$ cat src/rtl/div_26b.sv
// Sequential 26-bit restoring fraction divider, 1.25 format in and out.
// One quotient bit per cycle behind a start/done handshake.
module div_26b (
    input  logic        CLK,
    input  logic        nRST,
    input  logic        start,
    input  logic        flush,
    input  logic [25:0] frac_in1,
    input  logic [25:0] frac_in2,
    output logic        ready,
    output logic        done,
    output logic [25:0] frac_out,
    output logic        overflow,
    output logic        sticky,
    output logic        div_by_zero
);

    typedef enum logic [1:0] {IDLE, RUN, DONE} state_t;

    state_t      state_q;
    logic [4:0]  cnt_q;
    logic [26:0] rem_q;
    logic [25:0] div_q;
    logic [25:0] quo_q;
    logic        lost_q;
    logic        ovf_q;
    logic [25:0] frac_q;
    logic        ovf_out_q;
    logic        sticky_q;
    logic        dbz_q;

    logic        accept;
    logic        acc_ovf;
    logic [25:0] a_sh;
    logic        ge;
    logic [26:0] rem_sub;
    logic [26:0] rem_d;
    logic [25:0] quo_d;

    always_comb begin
        accept  = (state_q == IDLE) && start && !flush;
        acc_ovf = {1'b0, frac_in1} >= {frac_in2, 1'b0};
        a_sh    = acc_ovf ? {1'b0, frac_in1[25:1]} : frac_in1;
        ge      = rem_q >= {1'b0, div_q};
        rem_sub = ge ? rem_q - {1'b0, div_q} : rem_q;
        // R < 2B keeps the shifted remainder inside 27 bits
        rem_d   = rem_sub << 1;
        quo_d   = {quo_q[24:0], ge};
    end

    always_ff @(posedge CLK or negedge nRST) begin
        if (!nRST) begin
            state_q   <= IDLE;
            cnt_q     <= '0;
            rem_q     <= '0;
            div_q     <= '0;
            quo_q     <= '0;
            lost_q    <= 1'b0;
            ovf_q     <= 1'b0;
            frac_q    <= '0;
            ovf_out_q <= 1'b0;
            sticky_q  <= 1'b0;
            dbz_q     <= 1'b0;
        end else begin
            unique case (state_q)
                IDLE: begin
                    if (accept) begin
                        frac_q    <= '0;
                        ovf_out_q <= 1'b0;
                        sticky_q  <= 1'b0;
                        dbz_q     <= 1'b0;
                        quo_q     <= '0;
                        if (frac_in2 == 26'd0) begin
                            frac_q  <= '1;
                            dbz_q   <= 1'b1;
                            state_q <= DONE;
                        end else begin
                            rem_q   <= {1'b0, a_sh};
                            div_q   <= frac_in2;
                            ovf_q   <= acc_ovf;
                            lost_q  <= acc_ovf & frac_in1[0];
                            cnt_q   <= 5'd25;
                            state_q <= RUN;
                        end
                    end
                end
                RUN: begin
                    if (flush) begin
                        state_q   <= IDLE;
                        cnt_q     <= '0;
                        quo_q     <= '0;
                        frac_q    <= '0;
                        ovf_out_q <= 1'b0;
                        sticky_q  <= 1'b0;
                        dbz_q     <= 1'b0;
                    end else begin
                        rem_q <= rem_d;
                        quo_q <= quo_d;
                        if (cnt_q == 5'd0) begin
                            state_q   <= DONE;
                            frac_q    <= quo_d;
                            sticky_q  <= (rem_d != 27'd0) | lost_q;
                            ovf_out_q <= ovf_q;
                        end else begin
                            cnt_q <= cnt_q - 5'd1;
                        end
                    end
                end
                DONE: begin
                    state_q <= IDLE;
                    if (flush) begin
                        frac_q    <= '0;
                        ovf_out_q <= 1'b0;
                        sticky_q  <= 1'b0;
                        dbz_q     <= 1'b0;
                    end
                end
                default: state_q <= IDLE;
            endcase
        end
    end

    assign ready       = (state_q == IDLE);
    assign done        = (state_q == DONE);
    assign frac_out    = frac_q;
    assign overflow    = ovf_out_q;
    assign sticky      = sticky_q;
    assign div_by_zero = dbz_q;

endmodule

$ cat config.mk
export PLATFORM = sky130hd
export DESIGN_NAME = div_26b
export DESIGN_NICKNAME = d
export VERILOG_FILES = /design/src/rtl/div_26b.sv
export SDC_FILE = /design/constraint.sdc
export NUM_CORES = 1
export LEC_CHECK = 0
export ABC_AREA = 1
export CAP_MARGIN = 10
export CORE_ASPECT_RATIO = 1.5
export CORE_MARGIN = 3
export CORE_UTILIZATION = 40
export CTS_CLUSTER_DIAMETER = 50
export DETAILED_ROUTE_END_ITERATION = 16
export PLACE_DENSITY = 0.57
export SYNTH_ARGS = -nofsm -noshare
export SYNTH_HDL_FRONTEND = slang
export SYNTH_SLANG_ARGS = --single-unit
$ cat constraint.sdc
create_clock -name CLK -period 2.8 [get_ports CLK]
set_clock_uncertainty 0.1 [all_clocks]
set_input_delay 0.7 -clock CLK [delete_from_list [all_inputs] [get_ports CLK]]
set_output_delay 0.7 -clock CLK [all_outputs]
set_load 0.01 [all_outputs]
==> out/results.ini <==
[power_and_ir_drop]
p_leak_nw = 6.260
ir_worst_vdd_v = 0.0007259
power_density_nw_per_um2 = 1388

[detailed_routing]
wl_met1_um = 11440
avgViaCountPerCell = 5.038
wl_met3_um = 908
highest_layer = met4
vias = 8670
drtAntennaViolNets = 0
firstDrtPassIters = 4
routed_wl_um = 28420
wire_per_inst_um = 16.51
drc = 0
met2WireLength_um = 15210
drt-initial-drc-count = 425

[timing]
fin_crit_sh = 0.9885
final_hold_viol_count = 0
relSlewSlack = 0.5645
period_needed_ns = 2.768
slew_violations = 0
whs_ns = 0.2081
finalSetupViolCount = 0
setup_tns_ns = 0
setup_ws_ns = 0.03227
rsz0062_at_grt = true
tightest_slew_ns = 0.6516
fmax_mhz = 361.3

[cts]
clk_latency_ns = 0.42
cts-root-buf = clkbuf_16
cts_buffers = 17
clkTransAtPathRegs_ns = 0.06
ctsLongestPathBuffers = 2
cts_tree = done
clock_sinks = 116
h-tree-depth = 4

[layout]
antenna_cells = 0
area.growth.synth_to_final_pct = 52.10
fin_cells = 1721
drive_gt1_frac = 0.2875
layout.nets = 1562
regArea_um2 = 2905
multi_input_area_um2 = 5280
nFillCells = 1827

[floorplan]
dieArea_um2 = 22460
die_w_um = 123.4
die_h_um = 182.1
rows = 63
start_util = 0.4129
coreArea_um2 = 20020
io_pins = 87

[worst_setup_path]
arrival_ns = 2.97
regToRegEndpoint = sticky
rrSetupSlack_ns = 0.07
reg2reg_from = div_q[3]
crit_family = simple AND/OR/NAND/NOR gates
cp-end-kind = flip-flop
crit_chain = clkdlybuf4s50_1, ha_4, nand4_1, nor4_4, nand3_2, nand3_4, buf_12, clkbuf_16, nand2_1, o211ai_1, nand3_1
reg2reg_depth = 21
cp_max_fo = 13
crit_type = input pin to flip-flop
cpPeakStageDelay_ns = 0.50
worstSetupStartpointType = input pin
path_buf_inv = 3
slowest_stage = clkdlybuf4s50_1
required_ns = 3.00

[min_path]
hold_path_class = input pin to asynchronous set/reset pin

[global_routing]
grt_usage = 0.2473
grt_pass1_wl_um = 43750
antenna_found_initial = 0
grt_max_degree = 48
grt_overflow = 0
first_global_vias = 8608

[yosys]
yosysWarnings = 0
synth_edf_count = 0
mappedNetlistNets = 1286
yosysTopAreaCell = dfrtp_1
syn_area_per_cell_um2 = 7.053
yosys-top-cells-count = nand2_1, inv_1, dfrtp_1
netlist_instances = 1172
synth_most_common_cell = nand2_1
ys_seq_area_frac = 0.3511
ys_ff_latch = 116
async_flop_share = 1.000
netlist.area_leader.share = 0.3511
synth_top_flop_cell = dfrtp_1
ys_top_cells_by_area = dfrtp_1, nand2_1, ha_1
synth_area_um2 = 8267
synth_cell_type_count = 43

[run]
drv_cap = 0

[placement]
dp_cells = 1664
gp_congestion = 0.9108
hpwlAfterDp_um = 21220
io_buffer_count = 86
post-place-ws_ns = -0.6942

[outcome]
status = completed

[through the flow]
| step | util | area [um2] | total power [W] |
|---|---|---|---|
| after global placement | 0.5389 | 10790 | 0.01317 |
| final | 0.6280 | 12570 | 0.01745 |
| after detailed placement | 0.5389 | 10790 | 0.01324 |
| after global routing | 0.6280 | 12570 | 0.01887 |
| after floorplan | - | 8267 | 0.008777 |
| after CTS | 0.5750 | 11510 | 0.01585 |
[logic make-up after synthesis]
| kind of cell | Yosys count | synth area share |
|---|---|---|
| buf+inv | 226 | 0.1075 |
| xor+xnor | 9 | 0.009535 |
| flops | 116 | 0.3511 |
| fa+ha+maj | 58 | 0.08869 |
| simple gates | 565 | 0.2935 |
| compound gates | 198 | 0.1497 |
[layer usage]
layer  track usage  up-vias
met2        0.4444      186
met4       0.07938        0
met3       0.03907       48
met5             0        -
li1              -     4383
met1        0.2971     4053
[worst max-delay path by stage]
stage                            start   endpoint  slack, ns  cells past startpoint
after global routing          div_q[3]     sticky      -0.11                     21
after CTS                 frac_in2[14]   rem_q[6]     -0.002                     11
final                      frac_in1[6]  rem_q[13]       0.03                     11
after global placement     frac_in2[2]   rem_q[4]      -0.68                     11
after floorplan           frac_in2[13]  rem_q[22]       0.23                     12
after detailed placement   frac_in2[2]  rem_q[10]      -0.69                     11
[state kept, by name, summed over array words and instances, names as in the netlist]
signal / count
overflow: 1
cnt_q: 5
frac_out: 26
quo_q: 25
div_q: 26
rem_q: 27
ovf_q: 1
state_q: 2
div_by_zero: 1
sticky: 1
lost_q: 1
[cells in the final DEF, fill, tap and decap left out, drive strengths merged, types with 14 or more instances in the layout]
master,synthesis,layout
o21ai,83,83
nand3,105,105
dfrtp,116,116
dlymetal6s2s,0,14
nand2,350,350
clkdlybuf4s50,0,71
ha,57,57
o211ai,19,19
nand4,19,19
clkbuf,22,23
a2bb2oi,26,26
nor2,70,70
inv,188,194
buf,13,203
a21oi,36,36
[layout make-up]
class	instances	share of cell area
clock buffers	19	0.03523
clock inverters	13	0.01363
flip-flops and latches	116	0.2311
repair buffers	292	0.2164
inverters	191	0.05782
multi-input cells	830	0.4199
well taps	260	0.02587
[report_power, final]
group	total (W)	switching [W]	leakage (nW)	internal (W)
combinational	0.0123	0.00654	4.48	0.00577
sequential	0.00285	0.000524	1.48	0.00233
clock	0.00230	0.000863	0.295	0.00144
[what timing repair did]
action | in CTS | in global routing
resized for setup | 21 | 174
setup endpoints to repair | 29 | 14
gates cloned | 0 | 4
hold buffers | 0 | 0
buffers inserted | 0 | 22
pin swaps | 8 | 59
No activity file was read; power rests on OpenSTA's default activity.
